<file path="src/rtl/muldiv_unit.sv">
// muldiv_unit: iterative 32x32 multiply / 32/32 divide unit owning HI/LO.
// Shift-add multiply and restoring divide run on magnitudes for 32 cycles,
// followed by one sign-fix cycle that writes HI/LO (33-cycle latency).
module muldiv_unit (
    input  logic        clk,
    input  logic        rst,
    input  logic        start,
    input  logic [2:0]  op,
    input  logic [31:0] in_s1,
    input  logic [31:0] in_s2,
    output logic        busy,
    output logic        done,
    output logic        div_by_zero,
    output logic [31:0] hi,
    output logic [31:0] lo
);

    typedef enum logic [1:0] {IDLE, RUN, FIX} state_t;

    state_t      state_reg, state_next;
    logic [4:0]  count_reg;
    logic [63:0] acc_reg;      // mul: {partial product, multiplier}; div: {rem, quot}
    logic [31:0] opnd_reg;     // multiplicand magnitude or divisor magnitude
    logic        is_div_reg;
    logic        neg_q_reg;    // negate product / quotient
    logic        neg_r_reg;    // negate remainder (dividend was negative)
    logic        dz_reg;
    logic [31:0] hi_reg, lo_reg;
    logic        done_reg, dbz_reg;

    logic        accept, muldiv_go;
    logic        s1_neg, s2_neg;
    logic [31:0] abs_s1, abs_s2;
    logic [32:0] mul_sum;
    logic [32:0] div_top;
    logic [33:0] div_diff;
    logic [63:0] acc_step;
    logic [63:0] prod_fix;
    logic [31:0] quot_fix, rem_fix;

    assign accept    = start && (state_reg == IDLE) && !(op[2] && op[1]);
    assign muldiv_go = accept && !op[2];
    assign s1_neg    = op[0] && in_s1[31];
    assign s2_neg    = op[0] && in_s2[31];
    assign abs_s1    = s1_neg ? (32'd0 - in_s1) : in_s1;
    assign abs_s2    = s2_neg ? (32'd0 - in_s2) : in_s2;

    assign busy        = (state_reg != IDLE);
    assign done        = done_reg;
    assign div_by_zero = dbz_reg;
    assign hi          = hi_reg;
    assign lo          = lo_reg;

    // State register.
    always_ff @(posedge clk) begin
        if (rst) state_reg <= IDLE;
        else     state_reg <= state_next;
    end

    // Next-state logic: 32 RUN cycles then a single FIX cycle.
    always_comb begin
        state_next = state_reg;
        unique case (state_reg)
            IDLE:    if (muldiv_go) state_next = RUN;
            RUN:     if (count_reg == 5'd31) state_next = FIX;
            FIX:     state_next = IDLE;
            default: state_next = IDLE;
        endcase
    end

    // One iteration of shift-add multiply or restoring divide.
    always_comb begin
        mul_sum  = {1'b0, acc_reg[63:32]} + (acc_reg[0] ? {1'b0, opnd_reg} : 33'd0);
        div_top  = acc_reg[63:31];
        div_diff = {1'b0, div_top} - {2'b00, opnd_reg};
        if (is_div_reg) begin
            if (div_diff[33]) acc_step = {div_top[31:0], acc_reg[30:0], 1'b0};
            else              acc_step = {div_diff[31:0], acc_reg[30:0], 1'b1};
        end else begin
            acc_step = {mul_sum, acc_reg[31:1]};
        end
    end

    // Sign correction of the magnitude result. For divide-by-zero the
    // remainder ends up equal to |dividend|, so restoring the dividend sign
    // reproduces the original in_s1 for HI; only LO needs forcing.
    always_comb begin
        prod_fix = neg_q_reg ? (64'd0 - acc_reg) : acc_reg;
        quot_fix = neg_q_reg ? (32'd0 - acc_reg[31:0]) : acc_reg[31:0];
        rem_fix  = neg_r_reg ? (32'd0 - acc_reg[63:32]) : acc_reg[63:32];
    end

    // Datapath, HI/LO and completion pulses.
    always_ff @(posedge clk) begin
        if (rst) begin
            count_reg  <= 5'd0;
            acc_reg    <= 64'd0;
            opnd_reg   <= 32'd0;
            is_div_reg <= 1'b0;
            neg_q_reg  <= 1'b0;
            neg_r_reg  <= 1'b0;
            dz_reg     <= 1'b0;
            hi_reg     <= 32'd0;
            lo_reg     <= 32'd0;
            done_reg   <= 1'b0;
            dbz_reg    <= 1'b0;
        end else begin
            done_reg <= 1'b0;
            dbz_reg  <= 1'b0;
            unique case (state_reg)
                IDLE: begin
                    if (accept && op[2]) begin
                        if (op[0]) lo_reg <= in_s1;
                        else       hi_reg <= in_s1;
                    end else if (muldiv_go) begin
                        count_reg  <= 5'd0;
                        is_div_reg <= op[1];
                        neg_q_reg  <= s1_neg ^ s2_neg;
                        neg_r_reg  <= s1_neg;
                        dz_reg     <= op[1] && (in_s2 == 32'd0);
                        if (op[1]) begin
                            acc_reg  <= {32'd0, abs_s1};
                            opnd_reg <= abs_s2;
                        end else begin
                            acc_reg  <= {32'd0, abs_s2};
                            opnd_reg <= abs_s1;
                        end
                    end
                end
                RUN: begin
                    acc_reg   <= acc_step;
                    count_reg <= count_reg + 5'd1;
                end
                FIX: begin
                    done_reg <= 1'b1;
                    dbz_reg  <= dz_reg;
                    if (!is_div_reg) begin
                        hi_reg <= prod_fix[63:32];
                        lo_reg <= prod_fix[31:0];
                    end else begin
                        hi_reg <= rem_fix;
                        lo_reg <= dz_reg ? 32'hFFFF_FFFF : quot_fix;
                    end
                end
                default: ;
            endcase
        end
    end

endmodule

</file>
<file path="config.mk">
export PLATFORM = sky130hd
export DESIGN_NAME = muldiv_unit
export DESIGN_NICKNAME = d
export VERILOG_FILES = /design/src/rtl/muldiv_unit.sv
export SDC_FILE = /design/constraint.sdc
export NUM_CORES = 1
export LEC_CHECK = 0
export CORE_ASPECT_RATIO = 0.5
export CORE_MARGIN = 5
export CORE_UTILIZATION = 40
export DETAILED_ROUTE_END_ITERATION = 12
export SYNTH_ARGS = -nofsm -noshare
export SYNTH_HDL_FRONTEND = slang
export SYNTH_SLANG_ARGS = --single-unit
</file>
<file path="constraint.sdc">
create_clock -name clk -period 2.9 [get_ports clk]
set_input_delay 0.58 -clock clk [delete_from_list [all_inputs] [get_ports clk]]
set_output_delay 0.58 -clock clk [all_outputs]
set_load 0.005 [all_outputs]
</file>
---- Yosys cells after proc, flatten, opt, wreduce, memory -nomap -nowiden ----
Index checks and enable logic that the tools add are counted.
operators by class
  add/subtract/negate cells ............... 8
  muxes and demuxes ....................... 29
  equal/unequal tests ..................... 9
  reductions and logical operators ........ 21
  bitwise gates (word level) .............. 3
operators with widths
  cell                     number
  $mux W32                 14
  $mux W64                 5
  $pmux W32 S2             2
  $pmux W64 S2             1
  $sub A1 B32 Y32 const A  4
  $sub A1 B64 Y64 const A  1
  $sub A33 B32 Y34         1
  $add A32 B32 Y33         1
  $logic_not A32 Y1        1
  $reduce_and A3 Y1        4
  $mux W5                  2
  $ne A2 B2 Y1 const B     5
  $pmux W5 S2              1
  $logic_and A1 B1 Y1      8
  $reduce_bool A2 Y1       3
  $add A5 B1 Y5 const B    1
  $eq A5 B5 Y1 const B     1
  $mux W2                  2
  $pmux W2 S2              1
  $eq A2 B1 Y1 const B     1
  $eq A2 B2 Y1 const B     1
  $logic_not A1 Y1         2
  $logic_not A2 Y1         1
  $ne A2 B1 Y1 const B     1
  5 further kinds          6
storage, ports and cells
  logic and storage cells ................. 82
  output and inout bits ................... 67
  register bits after elaboration ......... 173

---- Logic depth before layout (Yosys ltp) ----
Gate-level depths: netlist of the first run.
  word-level depth ........................ 7
  gate-level depth with buffers ........... 14

---- Worst setup path before layout of the first run ----
No wires, ideal clock.
  kind .................................... reg2reg
  from .................................... reg acc_reg[0]
  to ...................................... reg hi_reg[28] (netlist: hi[28])
  slack ................................... -0.169 ns
  required time ........................... 2.772 ns
  clock period less this slack ............ 3.069 ns
  cell stages (with the launch flop) ...... 13
  arrival time ............................ 2.941 ns
  library setup time ...................... 0.128 ns
  path through ............................ dfxtp_1 inv_1 clkbuf_1 ha_1 or3b_2 nor3_2 nand4b_4 o41ai_4 nand3_1 o41a_1 xor2_1 a21oi_1 nor2_1
on the way
  word-level cells in the longest chain between the ends .. 4
RTL lines
  what                      line  text
  start: declaration        22    logic [63:0] acc_reg;
  start signal: assignment  122   acc_reg <= {32'd0, abs_s1};
  start signal: assignment  125   acc_reg <= {32'd0, abs_s2};
  start signal: assignment  131   acc_reg <= acc_step;
  $sub A1 B64 Y64           88    prod_fix = neg_q_reg ? (64'd0 - acc_reg) : acc_reg;
  $mux W64                  88
  $mux W32                  137   if (!is_div_reg) begin
  $pmux W32 S2              110   unique case (state_reg)
  end signal: assignment    114   else hi_reg <= in_s1;
  end signal: assignment    138   hi_reg <= prod_fix[63:32];
  end signal: assignment    141   hi_reg <= rem_fix;
  end: declaration          28    logic [31:0] hi_reg, lo_reg;
Every way passes these cells.
A chain may end at the register's enable or synchronous reset.

---- Worst setup path in the final report of the first run ----
  from .................................... reg acc_reg[0]
  to ...................................... reg acc_reg[62]
on the way
  word-level cells in the longest chain between the ends .. 4
RTL lines
  what              line  text
  $mux W32          73    mul_sum = {1'b0, acc_reg[63:32]} + (acc_reg[0] ? {1'b0, opnd_reg} : 33'd0);
  $add A32 B32 Y33  73
  $mux W64          76    if (is_div_reg) begin
  $pmux W64 S2      110
Every way passes these cells.

==> flow_metrics.tcl, run 1 <==
set metrics [dict create \
    outcome "finished, violations left" \
    violations "negative setup slack" \
    syn_area_per_cell_um2 7.61 \
    io_pins 137 \
    max_stage_delay_ns 0.41 \
    power_switching_mw 2.58 \
    synth_edf_count 0 \
    worst_setup_path_end_kind "flip-flop" \
    cp-start-kind "flip-flop" \
    htreeDepth 4 \
    finalCriticalPeriod_ns 3.05 \
    power.share.clock_pct 30.5 \
    use_met3_pct 4.31 \
    drive_above_1_share_pct 24.7 \
    grt_util_met1_pct 40.1 \
    yosys_warnings 0 \
    final_max_slew_viol_count 0 \
    maxCapViolations 0 \
    final_area_mm2 0.0206 \
    clock-root-buffer "clkbuf_16" \
    finalClockSkew_ns 0.0165 \
    synth_nets 2068 \
    worst_pin_slew_ns 0.610 \
    grt_max_degree 117 \
    swShare_pct 35.0 \
    drc 0 \
    setup_viol_count_final 20 \
    crit_family "compound AO/OA/AOI/OAI gates" \
    r2r-start "acc_reg[0]" \
    critPathRequiredTime_ns 3.27 \
    antenna_found_initial 0 \
    max-vdd-ir-drop_v 0.000333 \
    place_area_mm2 0.0187 \
    grt-ovfl-total 0 \
    cts.sinks 173 \
    cellLeakagePower_nw 8.82 \
    via_per_inst 5.74 \
    critPathKind "reg -> reg" \
    die_w_um 281 \
    wl_per_cell_um 20.5 \
    relSlewSlack_pct 59.2 \
    hold-path-endpoint "opnd_reg[21]" \
    cp_max_fo 6 \
    crit_top_cell "a21oi_2" \
    dr.first_iter.drc_count 1558 \
    routed_wl_mm 57.6 \
    slowest_stage "o41ai_4" \
    start_util_pct 40.7 \
    power.total_mw 7.38 \
    clock_path_buffers 2 \
    synth_seq_cells 173 \
    max_freq_mhz 327 \
    layout_commonest_cell "buf_4" \
    detailed_place_hpwl_mm 42.9 \
    nFillCells 3288 \
    postCtsHoldBufs 0 \
    p_comb_share_pct 34.5 \
    synth_cell_type_count 77 \
    r2r_cells 15 \
    final.period_utilization_pct 105 \
    hold_depth 2 \
    power_density_mw_per_mm2 359 \
    grt_pass1_vias 14900 \
    drt_first_pass_iters 5 \
    globalplace.congestion 0.945 \
    syn_to_final_growth_pct 40.3 \
    largest_reg_flops 64 \
    nets 2458 \
    crit_chain "buf_6, inv_8, buf_12, buf_8, nor2_1, ha_1, a21oi_2, o211a_1, o31a_1, o41ai_4, nor2b_4, a211oi_2, or3_1, a21oi_2, o31ai_1" \
    vias 16100 \
    async_flop_share_pct 0 \
    ys_seq_area_share_pct 23.6 \
    clock_latency_ns 0.46 \
    finalHoldViolations 0 \
    rsz0062_at_grt "yes" \
    diodes 0 \
    grt_usage_pct 26.5 \
    worst-endpoint-arrival_ns 3.43 \
    row_count 49 \
    numCtsBuffers 17 \
    die-area_mm2 0.0408 \
    cts_tree "yes" \
    ys.flop_type "dfxtp_1" \
    hold_path_class "reg -> reg" \
    critPathBufInv 4 \
    busiest_layer "met2" \
    r2r_slack_ns -0.15 \
    ant_nets 0 \
    p_int_mw 4.79 \
    timing.rr.end "acc_reg[62]" \
    hp-start "opnd_reg[21]" \
    fin_ws_ns -0.154 \
    die_h_um 145 \
    clkTransAtPathRegs_ns 0.07 \
    grt_first_pass_wirelength_mm 86.3 \
    sequentialPowerShare_pct 35.0 \
    postSynthCellCount 1926 \
    synthesis.area_mm2 0.0147 \
    coreArea_mm2 0.0360 \
    final_cell_mix "327 x buf_4, 217 x nor2_1, 164 x dfxtp_1" \
    use_met2_pct 40.2 \
    place.port_buffers 136 \
]
[power by group through the flow]
stage / Combinational (mW) / Clock (mW) / Sequential [mW]
3_5_place_dp: 2.29 / 0 / 2.63
5_1_grt: 2.73 / 2.37 / 2.59
3_3_place_gp: 2.29 / 0 / 2.63
4_1_cts: 2.39 / 2.26 / 2.58
6_report: 2.55 / 2.25 / 2.58
2_1_floorplan: 1.32 / 0 / 2.60
[tightest hold or removal path, stage by stage (launching register included)]
cell and delay, ns:
dfxtp_1 0.31, nand2_1 0.05, a21oi_1 0.05
[cells in the mapped netlist (all sizes together), types with 19 or more instances]
cell | n | area [um^2]
nor2 | 234 | 878
dfxtp | 173 | 3460
nand2 | 168 | 631
a21oi | 150 | 751
mux2i | 146 | 1460
clkbuf | 112 | 420
o21ai | 99 | 495
xnor2 | 85 | 744
xor2 | 84 | 736
ha | 70 | 876
inv | 68 | 255
nor3 | 60 | 310
a211oi | 48 | 360
a21o | 35 | 263
a221oi | 33 | 289
o211ai | 31 | 233
nand3 | 28 | 140
a31oi | 22 | 138
nor4 | 20 | 174
o31ai | 19 | 143
[layout make-up]
type | instances | area [um^2] | share of cell area, %
Clock buffer | 20 | 457 | 2.22
Clock inverter | 11 | 85.1 | 0.414
Inverter | 68 | 263 | 1.28
Multi-Input combinational cell | 1555 | 11300 | 54.9
Sequential cell | 173 | 3480 | 16.9
Tap cell | 484 | 606 | 2.94
Timing Repair Buffer | 501 | 4390 | 21.3
[timing repair]
item	4_1_cts	5_1_grt
cloned	1	1
pin swaps	62	105
setup buffers	20	31
gates resized for setup	101	142
setup endpoints to repair	47	74
[cell families (layout without fill, tap and decap cells)]
kind of cell	Yosys count	count (layout)	share of synthesized area, %
muxes	149	149	10.2
buffers and inverters	198	600	5.16
and+or+nand+nor	622	622	20.0
xor gates and xnor gates	169	169	10.1
DFF	173	173	23.6
adders and majority gates	72	72	6.25
AOI/OAI and AO/OA	543	543	24.7
[stage by stage]
| step | setup slack (ns) | hold slack (ns) | utilization, % | cells | setup TNS (ns) |
|---|---|---|---|---|---|
| after floorplan | 0.00920 | 0.432 | - | 1926 | 0 |
| after global placement | -0.578 | 0.440 | 51.8 | 2731 | -21.07 |
| after detailed placement | -0.611 | 0.449 | 51.8 | 2731 | -21.97 |
| after CTS | -0.181 | 0.466 | 54.8 | 2782 | -1.76 |
| after global routing | -0.279 | 0.481 | 57.0 | 2812 | -4.24 |
| final | -0.154 | 0.465 | 57.0 | 2812 | -1.39 |
[worst max path at each step]
stage / depth (start not counted) / slack (ns) / startpoint / end
after detailed placement: 12 / -0.61 / in_s2[13] / acc_reg[28]
after global placement: 12 / -0.58 / in_s2[13] / acc_reg[28]
after global routing: 15 / -0.28 / acc_reg[0] / acc_reg[62]
final: 15 / -0.15 / acc_reg[0] / acc_reg[62]
after CTS: 13 / -0.18 / acc_reg[0] / hi[28]
after floorplan: 12 / 0.009 / acc_reg[0] / hi[28]
[routing by layer]
metal | vias to the layer above | part of all wire, %
li1 | 7770 | -
met1 | 7739 | 48
met2 | 573 | 44
met3 | 65 | 7.1
met4 | 0 | 1.3
met5 | - | 0
No activity file was read; power rests on OpenSTA's default activity.
==> run 2: changes to the inputs <==
- HOLD_SLACK_MARGIN: not set -> 0.03
- SETUP_SLACK_MARGIN: not set -> 0.1
==> run 2 against run 1 <==
The flow still finishes with violations (negative setup slack). Setup slack better by 0.11 ns. Sequential share of layout area fell by 0.17 points. Hold slack worse by 0.070 ns. Via count is essentially flat. Critical path depth is the same. Clock-buffer cell count is 2 lower. First-iteration DRC count increased by 14%. Core utilization rose by 0.86 points. Flip-flop and latch count is the same. Highest routed layer unchanged.
==> flow_metrics.tcl, run 2 (synthesis gave the netlist of run 1 again) <==
set metrics [dict create \
    outcome "finished, violations left" \
    violations "negative setup slack" \
    critPathKind "reg -> reg" \
    critPathRequiredTime_ns 3.27 \
    fin_cells 2824 \
    clkTransAtPathRegs_ns 0.08 \
    diodes 0 \
    start_util_pct 40.7 \
    final_max_slew_viol_count 0 \
    final_core_util_pct 57.9 \
    grt-ovfl-total 0 \
    grt_max_degree 62 \
    setup_viol_count_final 5 \
    seq_area_mm2 0.00350 \
    routed_wl_mm 58.5 \
    drive_above_1_share_pct 26.6 \
    place_area_mm2 0.0188 \
    multiInputGateArea_mm2 0.0115 \
    finalCriticalPeriod_ns 2.94 \
    cp-start-kind "flip-flop" \
    via_per_inst 5.71 \
    relSlewSlack_pct 51.6 \
    worst_setup_path_end_kind "flip-flop" \
    p_int_mw 4.91 \
    die_h_um 145 \
    max_freq_mhz 340 \
    power_density_mw_per_mm2 365 \
    hold_ws_ns 0.395 \
    clock-root-buffer "clkbuf_16" \
    clock_path_buffers 2 \
    largest_reg_flops 64 \
    worst_pin_slew_ns 0.726 \
    numPlacedInstances 2753 \
    vias 16100 \
    drc 0 \
    swShare_pct 35.6 \
    max-vdd-ir-drop_v 0.000394 \
    cellLeakagePower_nw 8.92 \
    maxCapViolations 0 \
    worst-endpoint-arrival_ns 3.32 \
    ant_nets 0 \
    sequentialPowerShare_pct 34.0 \
    clock_latency_ns 0.47 \
    antenna_found_initial 0 \
    grt_usage_pct 26.9 \
    grt_first_pass_wirelength_mm 86.8 \
    final.period_utilization_pct 102 \
    coreArea_mm2 0.0360 \
    finalClockSkew_ns 0.0177 \
    globalplace.congestion 0.962 \
    die-area_mm2 0.0408 \
    fin_tns_setup_ns -0.0909 \
    power.share.clock_pct 31.6 \
    power.total_mw 7.63 \
    nets 2469 \
    drt_first_pass_iters 5 \
    finalHoldViolations 0 \
    cts_tree "yes" \
    cts.sinks 173 \
    fin_ws_ns -0.0444 \
    final_area_mm2 0.0209 \
    row_count 49 \
    dr.first_iter.drc_count 1783 \
    grt_pass1_vias 14600 \
    syn_to_final_growth_pct 42.4 \
    p_comb_share_pct 34.4 \
    detailed_place_hpwl_mm 44.1 \
    layout_commonest_cell "buf_4" \
    postCtsHoldBufs 0 \
    pre_cts_ws_ns -0.472 \
    power_switching_mw 2.72 \
    nFillCells 3237 \
    htreeDepth 4 \
    rsz0062_at_grt "yes" \
    final_cell_mix "346 x buf_4, 217 x nor2_1, 160 x nand2_1" \
    numCtsBuffers 17 \
    cp_max_fo 4 \
    io_pins 137 \
    die_w_um 281 \
    wl_per_cell_um 20.7 \
    hold_path_class "in -> reg" \
    place.port_buffers 136 \
]
==> run 2: repair_timing <==
action	CTS	global route
cloned	0	2
pin swaps	71	118
endpoints found under the setup margin	72	81
setup buffers	10	28
gates resized for setup	131	152
==> run 2: power by group through the flow <==
stage	sequential, mW	combinational [mW]	clock, mW
2_1_floorplan	2.60	1.33	0
6_report	2.59	2.63	2.41
5_1_grt	2.60	2.81	2.52
4_1_cts	2.58	2.42	2.42
3_5_place_dp	2.64	2.31	0
3_3_place_gp	2.64	2.31	0
==> run 2: layer usage <==
layer,up-vias,part of all wire [%],wire [um],global-route usage (%)
met5,-,0,0,0
met4,0,1.8,1040,5.11
met3,67,8.0,4670,5.03
met2,576,43,25100,39.9
met1,7695,47,27700,40.9
li1,7796,-,-,-
==> run 2: worst paths after layout <==
kind / cells past startpoint / end / slack [ns] / start
worst max-delay path: 15 / hi[12] / -0.04 / acc_reg[0]
worst min-delay path: 2 / opnd_reg[2] / 0.39 / rst
worst max register to register: 15 / hi[12] / -0.04 / acc_reg[0]
worst min register to register: 2 / opnd_reg[18] / 0.46 / opnd_reg[18]
==> run 2: cell type report <==
type / instances / share of cell area, %
Clock buffer: 18 / 2.06
Clock inverter: 14 / 0.707
Inverter: 68 / 1.25
Multi-Input combinational cell: 1555 / 55.0
Sequential cell: 173 / 16.8
Tap cell: 484 / 2.90
Timing Repair Buffer: 512 / 21.3
==> run 2: critical path: stages, from the launching register on <==
cell and delay (ns):
dfxtp_4 0.37, inv_4 0.08, buf_6 0.12, ha_4 0.12
or3b_4 0.39, nor3_4 0.31, nand4b_4 0.21, o41ai_4 0.31
buf_4 0.21, buf_4 0.12, nand2_4 0.05, buf_6 0.11
nand2_2 0.06, xnor2_1 0.13, nor2_1 0.07, a211oi_1 0.18
